[src/rtl/spiker_adapter_pkg.sv]
// Shared types and helpers for the spiker adapter
// (input unpack path and result write-back path).
package spiker_adapter_pkg;

  typedef enum logic [1:0] {
    IDLE,
    WRITE,
    DONE
  } writer_state_t;

  function automatic int spiker_n_words(
    input int n_spikes,
    input int width
  );
    return (n_spikes + width - 1) / width;
  endfunction

endpackage

[src/rtl/spiker_word_popcount.sv]
// Combinational count of set bits in one word.
// Used by the result writer when SPIKER_RESULT_WRITER_POPCOUNT_EN is set.
module spiker_word_popcount #(
  parameter int WIDTH = 32,
  localparam int CW = $clog2(WIDTH + 1)
) (
  input  logic [WIDTH-1:0] word,
  output logic [CW-1:0]    ones
);

  always_comb begin
    ones = '0;
    for (int b = 0; b < WIDTH; b++) begin
      ones = ones + CW'(word[b]);
    end
  end

endmodule

[src/rtl/spiker_result_writer.sv]
// Packs one spike result vector into words and writes them in order.
// Define SPIKER_RESULT_WRITER_POPCOUNT_EN to enable spike_count_o.
module spiker_result_writer
  import spiker_adapter_pkg::*;
#(
  parameter int WIDTH    = 32,
  parameter int N_SPIKES = 784,
  localparam int N_WORDS = spiker_n_words(N_SPIKES, WIDTH),
  localparam int IDX_W   = (N_WORDS > 1) ? $clog2(N_WORDS) : 1,
  localparam int CNT_W   = $clog2(N_SPIKES + 1)
) (
  input  logic                clk_i,
  input  logic                rst_i,
  input  logic                spikes_valid_i,
  output logic                spikes_ready_o,
  input  logic [N_SPIKES-1:0] spikes_i,
  output logic                wr_valid_o,
  input  logic                wr_ready_i,
  output logic [IDX_W-1:0]    wr_idx_o,
  output logic [WIDTH-1:0]    wr_data_o,
  output logic                busy_o,
  output logic                done_o,
  output logic [CNT_W-1:0]    spike_count_o
);

  writer_state_t state;
  writer_state_t state_nx;

  logic [IDX_W-1:0]                idx;
  logic [N_WORDS-1:0][WIDTH-1:0]   buffer;
  logic [N_WORDS*WIDTH-1:0]        padded;
  logic                            last;

  assign last = (idx == IDX_W'(N_WORDS - 1));

  always_comb begin
    padded = '0;
    padded[N_SPIKES-1:0] = spikes_i;
  end

  always_comb begin
    state_nx = state;
    unique case (state)
      IDLE:    if (spikes_valid_i) state_nx = WRITE;
      WRITE:   if (wr_ready_i && last) state_nx = DONE;
      DONE:    state_nx = IDLE;
      default: state_nx = IDLE;
    endcase
  end

  always_ff @(posedge clk_i) begin
    if (rst_i) begin
      state  <= IDLE;
      idx    <= '0;
      buffer <= '0;
    end else begin
      state <= state_nx;
      unique case (state)
        IDLE: begin
          if (spikes_valid_i) begin
            buffer <= padded;
            idx    <= '0;
          end
        end
        WRITE: begin
          if (wr_ready_i && !last) idx <= idx + 1'b1;
        end
        DONE:    idx <= '0;
        default: idx <= '0;
      endcase
    end
  end

  // Outputs are decoded purely from registered state and idx.
  assign spikes_ready_o = (state == IDLE);
  assign wr_valid_o     = (state == WRITE);
  assign busy_o         = (state != IDLE);
  assign done_o         = (state == DONE);
  assign wr_idx_o       = idx;
  assign wr_data_o      = (state == WRITE) ? buffer[idx] : '0;

`ifdef SPIKER_RESULT_WRITER_POPCOUNT_EN
  localparam int PC_W = $clog2(WIDTH + 1);

  logic [PC_W-1:0]  ones;
  logic [CNT_W-1:0] count;

  spiker_word_popcount #(
    .WIDTH(WIDTH)
  ) u_popcount (
    .word(wr_data_o),
    .ones(ones)
  );

  always_ff @(posedge clk_i) begin
    if (rst_i) begin
      count <= '0;
    end else if (state == IDLE && spikes_valid_i) begin
      count <= '0;
    end else if (state == WRITE && wr_ready_i) begin
      count <= count + CNT_W'(ones);
    end
  end

  assign spike_count_o = count;
`else
  assign spike_count_o = '0;
`endif

endmodule

[config.mk]
export PLATFORM = sky130hd
export DESIGN_NAME = spiker_result_writer
export DESIGN_NICKNAME = d
export VERILOG_FILES = /design/src/rtl/spiker_adapter_pkg.sv /design/src/rtl/spiker_word_popcount.sv /design/src/rtl/spiker_result_writer.sv
export SDC_FILE = /design/constraint.sdc
export NUM_CORES = 2
export LEC_CHECK = 0
export CAP_MARGIN = 20
export CORE_ASPECT_RATIO = 0.5
export CORE_MARGIN = 2
export CORE_UTILIZATION = 35
export CTS_BUF_LIST = sky130_fd_sc_hd__clkbuf_8
export DETAILED_ROUTE_END_ITERATION = 10
export PLACE_DENSITY = 0.72
export SETUP_SLACK_MARGIN = 0.3
export SYNTH_ARGS = -nofsm -noshare
export SYNTH_HDL_FRONTEND = slang
export SYNTH_SLANG_ARGS = --single-unit
export TNS_END_PERCENT = 1
[constraint.sdc]
create_clock -name clk_i -period 3.9 [get_ports clk_i]
set_clock_uncertainty 0.15 [all_clocks]
set_input_delay 0.78 -clock clk_i [delete_from_list [all_inputs] [get_ports clk_i]]
set_output_delay 0.78 -clock clk_i [all_outputs]
set_load 0.05 [all_outputs]
* Word-level counts from Yosys, hierarchy flattened *
Index checks and enable logic that the tools add are counted.
W data, S select, Z words.

cells by class
  $lt $le $gt $ge = 1
  add/sub/neg operators = 1
  equality and inequality tests = 6
  reductions and logical operators = 8
  multiplexer cells = 9

operators by type and width
  kind                   count
  $bmux W32 S5           1
  $mux W32               2
  $mux W5                2
  $pmux W5 S2            1
  $lt A5 B6 Y1 const B   1
  $reduce_and A2 Y1      3
  $add A5 B1 Y5 const B  1
  $eq A5 B5 Y1 const B   1
  $mux W2                2
  $ne A2 B1 Y1 const B   2
  $pmux W2 S2            1
  $eq A2 B1 Y1 const B   1
  $eq A2 B2 Y1 const B   1
  $logic_and A1 B1 Y1    2
  $logic_not A2 Y1       1
  $ne A2 B2 Y1 const B   1
  $reduce_bool A2 Y1     1
  $logic_not A1 Y1       1

storage, ports and cells
  flip-flop bits (word level) = 791
  bits of input ports = 788
  logic and storage cells = 52

* Depth between registers and ports, before layout *
  depth in word-level cells = 5
  gate-level depth with buffers = 11
  depth with buffers taken out = 6

* Worst setup path before layout *
Ideal clock, no wire load.

  kind = register to output
  start = register idx[0] (netlist: wr_idx_o[0])
  end = output wr_data_o[11]
  stages on the path, launching flop included = 10
  buffers on the path = 5
  arrival = 2.730 ns
  slack = 0.240 ns
  data required time = 2.970 ns
  path through = dfxtp_1 buf_6 buf_8 buf_8 buf_8 buf_6 mux2i_1 a22oi_1 nand3_1 a31oi_1

on the way
  word-level cells in the longest chain between the ends = 3

ends and longest elaborated chain
  item                            RTL line                    text
  start, declared                 spiker_result_writer.sv:29  logic [IDX_W-1:0] idx;
  start signal, assigned          spiker_result_writer.sv:66  if (wr_ready_i && !last) idx <= idx + 1'b1;
  $bmux W32 S5                    spiker_result_writer.sv:80  assign wr_data_o = (state == WRITE) ? buffer[idx] : '0;
  $mux W32 (not written as such)  spiker_result_writer.sv:80
  $mux W32                        spiker_result_writer.sv:80
  end, declared                   spiker_result_writer.sv:20  output logic [WIDTH-1:0] wr_data_o,

No other way between the ends. The select of a mux whose other input is x is not followed.

* Final worst setup path *
  start = register idx[0] (netlist: wr_idx_o[0])
  end = output wr_data_o[13]

Same word-level chain as after synthesis.

==> impl_summary.log <==
INFO  metric run_status = complete, but fails checks
INFO  metric failed_checks = negative setup slack
INFO  metric fin_nets = 5,542
INFO  metric clockBufferDepth = 3
INFO  metric final.period_utilization = 105%
INFO  metric cts.hold.buffers_added = 0
INFO  metric worst-path-max-fanout = 6
INFO  metric die_footprint = 98,000 um^2
INFO  metric drv.max_cap_violation_count = 0
INFO  metric power.clock.fraction = 36.0%
INFO  metric detailedPlace.worstSlack = 129 ps
INFO  metric critical_path_class = register to output port
INFO  metric route.vias.total = 33.3k
INFO  metric post-route-drc-count = 0
INFO  metric synth_flop_cell = sky130_fd_sc_hd__dfxtp_1
INFO  metric power.internal = 13.6 mW
INFO  metric placement.cell_area = 43,300 um^2
INFO  metric flow.area_growth_from_synthesis = 39.8%
INFO  metric grt_util_all_layers = 30.2%
INFO  metric timing.critical_path.required = 2970 ps
INFO  metric async_flop_share = 0%
INFO  metric synth.ff_latch_count = 791
INFO  metric post-dp-hpwl = 116,000 um
INFO  metric clk-insertion-delay-late = 800 ps
INFO  metric design.core.area = 94,900 um^2
INFO  metric synth.top_cells.by_area = sky130_fd_sc_hd__dfxtp_1 47%, sky130_fd_sc_hd__nand2_1 18%, sky130_fd_sc_hd__a21oi_1 12%
INFO  metric synth_enable_flop_cells = 0
INFO  metric synthDominantCellAreaShare = 47.4%
INFO  metric power_density = 410 nW/um^2
INFO  metric final_cell_area = 46,700 um^2
INFO  metric power.leakage = 17.0 nW
INFO  metric yosysWarningCount = 0
INFO  metric worst_slack = -201 ps
INFO  metric combinational_power_share = 17.2%
INFO  metric cts.root.buffer_cell = sky130_fd_sc_hd__clkbuf_8
INFO  metric start_kind = register
INFO  metric die_w = 441 um
INFO  metric clkSinkCount = 791
INFO  metric grt_setup_unrepaired = yes
INFO  metric drt-pass1-iter-count = 6
INFO  metric irDropWorstVdd = 257 uV
INFO  metric fmax = 0.244 GHz
INFO  metric yosysTopAreaCell = sky130_fd_sc_hd__dfxtp_1
INFO  metric final_antenna_net_count = 0
INFO  metric worst-endpoint-arrival = 3170 ps
INFO  metric layout-drive-gt1-share = 12.4%
INFO  metric cts_tree = done
INFO  metric setup_viol = 29
INFO  metric global_route_total_overflow = 0
INFO  metric cts.reportedPaths.clkPinSlew = 70 ps
INFO  metric tightest_slew = 862 ps
INFO  metric yosysSeqAreaShare = 47.4%
INFO  metric routed_wl_per_cell = 25.0 um
INFO  metric grt_max_degree = 126
INFO  metric routed_via_count_divided_by_cell_count = 5.42
INFO  metric slew_headroom = 42.5%
INFO  metric floorplan.io_pins = 839
INFO  metric count_leader_synth = sky130_fd_sc_hd__nand2_1
INFO  metric place_congestion = 1.00
INFO  metric grt_first_pass_wirelength = 215,000 um
INFO  metric htreeDepth = 3
INFO  metric net-switching-power = 5.54 mW
INFO  metric routed_wl = 154,000 um
INFO  metric seqPwrFrac = 46.7%
INFO  metric postSynthAreaPerCell = 8.34 um^2
INFO  metric die-height = 222 um
INFO  metric synth_cell_types = 47
INFO  metric initialDrtViolationCount = 4,116
INFO  metric fin_util = 49.2%
INFO  metric power.share.switching = 28.9%
INFO  metric totalPowerFinal = 19.2 mW
INFO  metric min_path_type = register to register
INFO  metric netlist_top_cells_count = 1,626 x sky130_fd_sc_hd__nand2_1, 823 x sky130_fd_sc_hd__a21oi_1, 791 x sky130_fd_sc_hd__dfxtp_1
INFO  metric timing.hold.ws = 302 ps
INFO  metric postSynthCellCount = 4,000
INFO  metric final_max_slew_viol_count = 0
INFO  metric antenna_found_initial = 44
INFO  metric finalHoldViolCount = 0
INFO  metric via_count_of_the_first_global_routing_pass = 31.4k
INFO  metric initial_utilization = 35.2%
INFO  metric period_minus_slack = 4100 ps
INFO  metric portBuffers = 828
INFO  metric endpoint_kind = output port
INFO  metric number_of_buffers_created_by_cts = 112
INFO  metric netlist_area = 33,400 um^2
INFO  metric fp-row-count = 80
[layer usage]
| layer | vias to the layer above | share of wire [%] | GRT usage [%] |
|---|---|---|---|
| met3 | 328 | 8.2 | 5.64 |
| met5 | - | 0.030 | 0 |
| li1 | 15000 | - | - |
| met2 | 1640 | 46 | 46.8 |
| met1 | 16300 | 41 | 40.7 |
| met4 | 8 | 4.9 | 13.9 |
[stage by stage]
step                std cells  setup TNS (ps)
floorplan                4009               0
global placement         5872               0
detailed placement       5872               0
CTS                      6093           -5070
global route             6149           -4060
finish                   6152           -2740
[power by group through the flow]
stage,registers [mW],clock network (mW),logic [mW]
2_1_floorplan,8.92,0,1.60
3_3_place_gp,9.11,0,3.07
3_5_place_dp,9.12,0,3.10
4_1_cts,8.93,6.94,3.21
5_1_grt,8.98,7.31,3.51
6_report,8.95,6.91,3.30
[what timing repair did]
action / CTS / global route
buffers inserted: 14 / 17
setup endpoints to repair: 33 / 32
gates cloned: 4 / 2
pin swaps: 10 / 21
gates resized for setup: 53 / 49
[registers in the layout, indices dropped and copies added (netlist names)]
signal,cells
buffer,784
wr_idx_o,5
state,2
[worst max-delay path, cell delays in order (launching register included)]
cell and delay, ps:
sky130_fd_sc_hd__dfxtp_4 380, sky130_fd_sc_hd__buf_12 170, sky130_fd_sc_hd__clkbuf_16 180, sky130_fd_sc_hd__mux4_2 560
sky130_fd_sc_hd__mux4_2 600, sky130_fd_sc_hd__o22a_4 310, sky130_fd_sc_hd__buf_8 160
[path summary, 6_finish.rpt]
kind | endpoint | cells after the start | from | slack, ps
max | wr_data_o[13] | 6 | wr_idx_o[0] | -200
min | buffer[601] | 2 | buffer[601] | 300
max reg2reg | wr_idx_o[2] | 9 | wr_idx_o[0] | 1390
min reg2reg | buffer[601] | 2 | buffer[601] | 300
[final cells by class]
cell class                      count  area (um^2)
Clock buffer                      141         1940
Multi-Input combinational cell   2866        16400
Inverter                            6         25.0
Clock inverter                     62          375
Sequential cell                   791        15800
Tap cell                         1271         1590
Antenna cell                       40          100
Fill cell                        9008        48200
Timing Repair Buffer              975        10400
[kinds of logic (layout without fill, tap and decap cells)]
| kind of cell | Yosys count | after routing | synth area share (%) |
|---|---|---|---|
| simple gates | 1678 | 1678 | 19.2 |
| compound gates | 927 | 927 | 14.7 |
| other cells | 1 | 50 | 0.0112 |
| flops | 791 | 791 | 47.4 |
| xor+xnor | 1 | 1 | 0.0262 |
| mux | 248 | 248 | 13.8 |
| fa+ha+maj | 2 | 2 | 0.0750 |
| buf+inv | 352 | 1184 | 4.72 |
[cell usage in the layout (no fill, tap or decap), types with 3 or more instances in the layout]
cell,netlist,routed
sky130_fd_sc_hd__a21o_1,13,8
sky130_fd_sc_hd__a21o_2,0,3
sky130_fd_sc_hd__a21oi_1,823,821
sky130_fd_sc_hd__a22oi_1,54,32
sky130_fd_sc_hd__a22oi_2,0,22
sky130_fd_sc_hd__a31oi_1,16,4
sky130_fd_sc_hd__a31oi_2,0,5
sky130_fd_sc_hd__a31oi_4,0,7
sky130_fd_sc_hd__a32oi_1,4,3
sky130_fd_sc_hd__and2_1,5,4
sky130_fd_sc_hd__buf_12,0,66
sky130_fd_sc_hd__buf_16,0,6
sky130_fd_sc_hd__buf_4,25,81
sky130_fd_sc_hd__buf_6,10,18
sky130_fd_sc_hd__buf_8,3,5
sky130_fd_sc_hd__clkbuf_8,0,141
sky130_fd_sc_hd__clkdlybuf4s50_1,0,795
sky130_fd_sc_hd__clkinv_2,0,16
sky130_fd_sc_hd__conb_1,1,10
sky130_fd_sc_hd__dfxtp_1,791,787
sky130_fd_sc_hd__dfxtp_4,0,3
sky130_fd_sc_hd__diode_2,0,40
sky130_fd_sc_hd__inv_1,5,41
sky130_fd_sc_hd__inv_12,0,3
sky130_fd_sc_hd__mux2_2,20,20
sky130_fd_sc_hd__mux2i_1,59,57
sky130_fd_sc_hd__mux4_2,168,168
sky130_fd_sc_hd__nand2_1,1626,1625
sky130_fd_sc_hd__nand3_1,14,14
sky130_fd_sc_hd__nor2_1,6,5
sky130_fd_sc_hd__nor2b_1,8,5
sky130_fd_sc_hd__o22a_1,6,4
sky130_fd_sc_hd__or3_1,5,4
Note: power is estimated with default switching activity, not from simulation.
